### src/rtl/uart_rx.sv
// 8N1 UART receiver: mid-bit sampling state machine feeding a small FIFO with a valid/ready pop side.
// Framing and overrun problems are latched in sticky flags until err_clr.
module uart_rx #(
  parameter int CLK_FREQ   = 50_000_000,
  parameter int BAUD       = 57600,
  parameter int FIFO_DEPTH = 4
) (
  input  logic       clk,
  input  logic       rst,
  input  logic       rxd,
  output logic [7:0] rx_data,
  output logic       rx_valid,
  input  logic       rx_ready,
  output logic       frame_err,
  output logic       overrun,
  input  logic       err_clr
);

  localparam int DIV  = CLK_FREQ / BAUD;
  localparam int HALF = DIV / 2;
  localparam int CW   = $clog2(DIV);
  localparam int AW   = $clog2(FIFO_DEPTH);

  typedef enum logic [2:0] {S_IDLE, S_START, S_DATA, S_STOP, S_BREAK} state_e;

  state_e        state_q, state_d;
  logic [1:0]    sync_q;
  logic          rxs;
  logic [CW-1:0] cnt_q, cnt_d;
  logic [2:0]    bitidx_q, bitidx_d;
  logic [7:0]    shreg_q, shreg_d;
  logic [AW:0]   wptr_q, wptr_d, rptr_q, rptr_d;
  logic [7:0]    mem_q [FIFO_DEPTH];
  logic [7:0]    rx_data_q, rx_data_d;
  logic          rx_valid_q, rx_valid_d;
  logic          frame_err_q, frame_err_d;
  logic          overrun_q, overrun_d;
  logic          push_req, push, pop, full, ferr_set, ovr_set;

  assign rxs = sync_q[1];

  always_ff @(posedge clk or posedge rst) begin
    if (rst) begin
      sync_q      <= 2'b11;
      state_q     <= S_IDLE;
      cnt_q       <= '0;
      bitidx_q    <= '0;
      shreg_q     <= '0;
      wptr_q      <= '0;
      rptr_q      <= '0;
      rx_data_q   <= '0;
      rx_valid_q  <= 1'b0;
      frame_err_q <= 1'b0;
      overrun_q   <= 1'b0;
    end else begin
      sync_q      <= {sync_q[0], rxd};
      state_q     <= state_d;
      cnt_q       <= cnt_d;
      bitidx_q    <= bitidx_d;
      shreg_q     <= shreg_d;
      wptr_q      <= wptr_d;
      rptr_q      <= rptr_d;
      rx_data_q   <= rx_data_d;
      rx_valid_q  <= rx_valid_d;
      frame_err_q <= frame_err_d;
      overrun_q   <= overrun_d;
    end
  end

  always_ff @(posedge clk) begin
    if (push) mem_q[wptr_q[AW-1:0]] <= shreg_q;
  end

  always_comb begin
    state_d  = state_q;
    cnt_d    = cnt_q + 1'b1;
    bitidx_d = bitidx_q;
    shreg_d  = shreg_q;
    push_req = 1'b0;
    ferr_set = 1'b0;
    case (state_q)
      S_IDLE: if (!rxs) state_d = S_START;
      S_START: begin
        if (cnt_q == CW'(HALF - 1)) begin
          state_d  = rxs ? S_IDLE : S_DATA;
          bitidx_d = '0;
        end
      end
      S_DATA: begin
        if (cnt_q == CW'(DIV - 1)) begin
          shreg_d[bitidx_q] = rxs;
          cnt_d             = '0;
          if (bitidx_q == 3'd7) state_d = S_STOP;
          else bitidx_d = bitidx_q + 3'd1;
        end
      end
      S_STOP: begin
        if (cnt_q == CW'(DIV - 1)) begin
          if (rxs) begin
            push_req = 1'b1;
            state_d  = S_IDLE;
          end else begin
            ferr_set = 1'b1;
            state_d  = S_BREAK;
          end
        end
      end
      S_BREAK: if (rxs) state_d = S_IDLE;
      default: state_d = S_IDLE;
    endcase
    if (state_d != state_q) cnt_d = '0;
  end

  // A pop in the same cycle frees the slot, so a push into a full FIFO still lands.
  always_comb begin
    full       = (wptr_q[AW] != rptr_q[AW]) && (wptr_q[AW-1:0] == rptr_q[AW-1:0]);
    pop        = rx_valid_q && rx_ready;
    push       = push_req && (!full || pop);
    ovr_set    = push_req && full && !pop;
    wptr_d     = push ? wptr_q + 1'b1 : wptr_q;
    rptr_d     = pop ? rptr_q + 1'b1 : rptr_q;
    rx_valid_d = (wptr_d != rptr_d);
    rx_data_d  = (push && (wptr_q[AW-1:0] == rptr_d[AW-1:0])) ? shreg_q : mem_q[rptr_d[AW-1:0]];
    frame_err_d = ferr_set | (frame_err_q & ~err_clr);
    overrun_d   = ovr_set | (overrun_q & ~err_clr);
  end

  assign rx_data   = rx_data_q;
  assign rx_valid  = rx_valid_q;
  assign frame_err = frame_err_q;
  assign overrun   = overrun_q;

endmodule

### config.mk
export PLATFORM = sky130hd
export DESIGN_NAME = uart_rx
export DESIGN_NICKNAME = d
export VERILOG_FILES = /design/src/rtl/uart_rx.sv
export SDC_FILE = /design/constraint.sdc
export NUM_CORES = 1
export LEC_CHECK = 0
export ABC_AREA = 0
export ABC_CLOCK_PERIOD_IN_PS = 4800
export CAP_MARGIN = 10
export CORE_ASPECT_RATIO = 1.4
export CORE_MARGIN = 3
export CORE_UTILIZATION = 65
export DETAILED_ROUTE_END_ITERATION = 12
export PLACE_DENSITY = 0.95
export RECOVER_POWER = 50
export SLEW_MARGIN = 10
export SYNTH_ARGS = -nofsm -noshare
export SYNTH_HDL_FRONTEND = slang
export SYNTH_SLANG_ARGS = --single-unit
### constraint.sdc
create_clock -name clk -period 4.8 [get_ports clk]
set_input_delay 0.96 -clock clk [delete_from_list [all_inputs] [get_ports clk]]
set_output_delay 0.96 -clock clk [all_outputs]
set_load 0.02 [all_outputs]
After elaboration in Yosys (flattened, before gate mapping)
Memory sizes are Yosys's and may differ from the RTL's. A register that Yosys moved wholly into a read port is not among the register bits.
Cells that the tools add are included.
Storage, ports and cells
  flip-flop bits (word level): 35
  RAM bits: 32
  input bits: 5
  logic and storage cells: 78
  memories kept: 1
Memory list
  mem_q: words 4, width 8, read ports 1, clocked after Yosys merged registers in 1, write ports 1, RTL line 33  | logic [7:0] mem_q [FIFO_DEPTH];
Cells by class
  add/subtract/negate cells: 4
  order comparisons: 2
  equal/unequal tests: 14
  mux-type cells: 29
  bitwise operators: 5
  reduce and logical (&&, ||, !) cells: 13
Operator list (count)
  $mux 3: 12
  $mux 10: 3
  $pmux 3 s5: 1
  $add 10x1->10 const B: 1
  $eq 10x10->1 const B: 1
  $eq 10x9->1 const B: 1
  $add 3x1->3 const B: 3
  $mux 1: 9
  $bwmux 8: 1
  $eq 3x2->1 const B: 2
  $eq 3x3->1 const B: 2
  $logic_and 1x1->1: 6
  $ne 2x2->1 const B: 3
  $ne 3x3->1: 2
  $pmux 3 s2: 1
  $lt 3x4->1 const B: 1
  $reduce_and 4->1: 1
  $demux 1 s3: 1
  $eq 3x1->1 const B: 1
  $ge 3x1->1 const B: 1
  $logic_not 3->1: 1
  $and 1x1->1: 2
  $eq 2x2->1: 1
  $logic_not 1->1: 2
  other kinds (7): 8

Depth between registers and ports, before layout
  word-level depth: 7
  depth in mapped cells: 6

Worst setup path before layout
OpenSTA, ideal clock, no wires.
  path type: input to register
  start: input rx_ready
  end: register rx_data_q[1] (netlist: rx_data[1]) (read register of mem_q)
  library setup time: 0.125 ns
  arrival: 2.352 ns
  required time: 4.675 ns
  path slack: 2.323 ns
  stages: 4
  path buffers: 0
  cells stage by stage: nand2_2 -> xor2_2 -> mux4_1 -> mux2_4
On the way
  cells in the longest elaborated chain, start to end: 2
RTL lines
  start, declared: RTL line 13  | input logic rx_ready,
  $logic_and 1x1->1: RTL line 117  | pop = rx_valid_q && rx_ready;
  $mux 3: RTL line 121  | rptr_d = pop ? rptr_q + 1'b1 : rptr_q;
  end, declared: RTL line 34  | logic [7:0] rx_data_q, rx_data_d;
Every way passes these cells.
A chain may end at the register's enable or synchronous reset.

==> metrics.md <==
| Metric | Value |
|---|---|
| Outcome | `complete, but fails checks` |
| Violated checks | `capacitance limit, slew limit` |
| Rows | `31` |
| Crit-path slowest cell | `clkbuf_1` |
| CP arrival | `3230 ps` |
| Adder-cell share of the synthesized area | `3.12%` |
| RSZ-0062 raised after global routing | `no` |
| Skew final | `17.0 ps` |
| Sw frac | `28.5%` |
| Overflow after GRT | `0` |
| Setup Total Neg Slack | `0 ps` |
| Clock Power Share | `33.7%` |
| First-pass GRT wire length | `11.1 mm` |
| Met2 Usage GRT | `39.9%` |
| Post-synth ARST share | `57.3%` |
| Final Critical Period | `3260 ps` |
| Antenna-violating nets left | `0` |
| Die Ht | `94.1 um` |
| Post-synthesis xor/xnor area fraction | `5.45%` |
| Most frequent cells in the layout | `dfrtp_1, edfxtp_1, nor3_1` |
| All-layer global routing usage | `24.2%` |
| Antenna cells | `0` |
| Routed length per instance | `19.7 um` |
| Critical Path RT | `4770 ps` |
| Largest family of logic cells by synthesized area | `simple AND/OR/NAND/NOR gates` |
| Worst setup SP type | `primary input` |
| Combinational share of power | `17.4%` |
| CP Cell Sequence | `dlygate4sd3_1, clkinv_1, clkbuf_1` |
| Detailed-route DRC error count | `0` |
| Simple-gate portion of the synthesized area | `15.4%` |
| Critical path fanouts, max | `43` |
| Slew @ Worst Pin | `2340 ps` |
| DRT iter0 DRCs | `135` |
| Syn Area/Cell | `14.2 sq um` |
| Met1 Use GR | `30.1%` |
| Most common cell after layout, fill and taps aside | `dfrtp_1` |
| Fin crit share | `68.0%` |
| Vias per inst | `6.20` |
| Initial Util | `68.4%` |
| CTS clk-pin slew, worst paths | `80 ps` |
| PostCTS Resize Cnt | `0` |
| Synth cell types | `53` |
| Crit. End Element | `asynchronous set/reset pin` |
| Port bufs | `15` |
| Synthesized flop and latch total | `75` |
| Number of synthesized flops with an enable pin | `32` |
| WS Path Type | `in -> async` |
| Sequential area share after synthesis | `56.6%` |
| Clock Tree Buf Depth | `2` |
| Largest net degree at the start of global routing | `44` |
| DRT Wirelength | `6.78 mm` |
| Die area | `6490 sq um` |
| Fmax | `0.307 GHz` |
| First-pass iteration count of the detailed router | `5` |
| Clock Sink Count | `75` |
| Relative max-transition margin | `-56.1%` |
| Vias in the first global route | `2,205` |
| CTS Hold Buffers Added | `0` |
| Vias | `2,134` |
| PwrDens | `367 nW/um^2` |
| Synth warn | `0` |
| Post-CTS setup buffer count | `0` |
| Final setup fails | `0` |
| VDD IR max | `244 uV` |
| Crit path largest cell delay | `1660 ps` |
| Ys flop type | `dfrtp_1` |
| Mapped Cells | `254` |
| Post-synthesis mux area share | `13.0%` |
| Final Hold Vio Count | `0` |
| Fin util | `75.5%` |
| Num CTS Buffers | `9` |
| Switching power | `0.416 mW` |
| Initial antenna violation count | `0` |
| Final HPWL DP | `4.62 mm` |
| Power share of the sequential group | `48.8%` |
| Die W | `69.0 um` |
| Pins Over Slew Limit | `44` |
| Clock root buffer | `clkbuf_8` |
| Final RePlAce weighted congestion | `0.880` |
| Hold WC Path Type | `reg -> reg` |
| GRT Max-Usage Layer | `met2` |
| Ports | `16` |
| Worst-skew pair later-pin latency | `350 ps` |
| CTS tree | `done` |
| Area of the core | `5280 sq um` |
| Cell internal pwr | `1.05 mW` |
| Mapped cell area | `3610 sq um` |
| Max Cap Viol | `1` |
| Synthesis-to-finish area growth | `10.4%` |
| Layout net count | `287` |
| Pleak | `1.69 nW` |
| H-tree Lvls | `3` |
| Mapped Nets | `268` |
| Met3 Use GR | `5.87%` |
| Compound-Gate Fraction of Synth Area | `4.09%` |
| Share of cells above drive strength 1 | `19.1%` |
==> worst paths after layout <==
| path | depth (start not counted) | slack [ps] | startpoint | endpoint |
|---|---|---|---|---|
| max | 3 | 1540 | rst | cnt_q[9]$_DFF_PP0_ |
| min | 0 | 360 | sync_q[0]$_DFF_PP1_ | sync_q[1]$_DFF_PP1_ |
| max reg2reg | 5 | 2420 | rptr_q[0]$_DFF_PP0_ | rx_data[3]$_DFF_PP0_ |
| min reg2reg | 0 | 360 | sync_q[0]$_DFF_PP1_ | sync_q[1]$_DFF_PP1_ |
| max in group clk | 5 | 1890 | rx_ready | rx_data[3]$_DFF_PP0_ |
| min in group asynchronous | 3 | 1920 | rst | rx_data[4]$_DFF_PP0_ |
==> state kept, by name, indices dropped and copies added (netlist names) <==
register	flops
mem_q	32
rx_valid	1
bitidx_q	3
rx_data	8
wptr_q	3
sync_q	2
shreg_q	8
state_q	3
frame_err	1
rptr_q	3
overrun	1
cnt_q	10
==> Yosys cell counts, types with 3 or more instances <==
cell type	instances	area, sq um
buf_2	3	15.0
nand4_1	10	62.6
nand2_1	8	30.0
mux4_1	4	105
nor3_1	14	70.1
mux2_2	8	90.1
clkbuf_1	3	11.3
a311oi_1	3	26.3
nor4_1	4	25.0
nor2b_1	4	25.0
and2_1	4	25.0
nand3_1	8	40.0
ha_1	9	113
xnor2_1	11	96.3
mux4_2	5	113
mux2_4	8	120
nor2_1	13	48.8
inv_1	10	37.5
dfrtp_1	41	1030
a21oi_1	3	15.0
edfxtp_1	32	961
xor2_1	5	43.8
==> metrics by stage <==
| stage | cells | power (mW) | hold slack [ps] | worst slack (ps) | area [sq um] |
|---|---|---|---|---|---|
| 3_3_place_gp | 328 | 0.967 | 346 | 1650 | 3800 |
| 3_5_place_dp | 328 | 0.984 | 347 | 1510 | 3800 |
| 2_1_floorplan | 254 | 0.921 | 345 | 2320 | 3610 |
| 4_1_cts | 344 | 1.47 | 358 | 1880 | 4000 |
| 5_1_grt | 344 | 1.53 | 364 | 1130 | 3980 |
| 6_report | 344 | 1.46 | 358 | 1540 | 3980 |
==> routing by layer <==
metal,up-vias,share of wire (%)
met5,-,0
met4,0,2.4
met3,13,3.5
met2,51,53
met1,1073,41
li1,997,-
==> cell type report <==
| cell class | instances | area (sq um) |
|---|---|---|
| fill | 334 | 1290 |
| inverter | 10 | 37.5 |
| clock buffer | 9 | 124 |
| tap | 66 | 82.6 |
| sequential | 75 | 2040 |
| multi-input combinational | 161 | 1470 |
| timing repair buffer | 16 | 154 |
| clock inverter | 7 | 75.1 |
==> power by group through the flow <==
stage	Combinational, mW	Sequential (mW)	Clock [mW]
after floorplan	0.196	0.725	0
after global placement	0.242	0.725	0
after detailed placement	0.256	0.727	0
after CTS	0.257	0.714	0.498
after global routing	0.278	0.717	0.537
final	0.255	0.714	0.493
==> worst max-delay path: cells and delay by family <==
kind,cells,cell delay (ps)
buffers and inverters,3,2250
==> cells by family (layout without fill, tap and decap cells) <==
family	Yosys count	in the layout
multiplexers	29	29
buffers and inverters	18	42
flip-flops	75	75
XOR/XNOR	19	19
adder cells (fa/ha/maj)	9	9
AO/OA/AOI/OAI	17	17
AND/OR/NAND/NOR	87	87
Power figures use the tool's default switching activity.
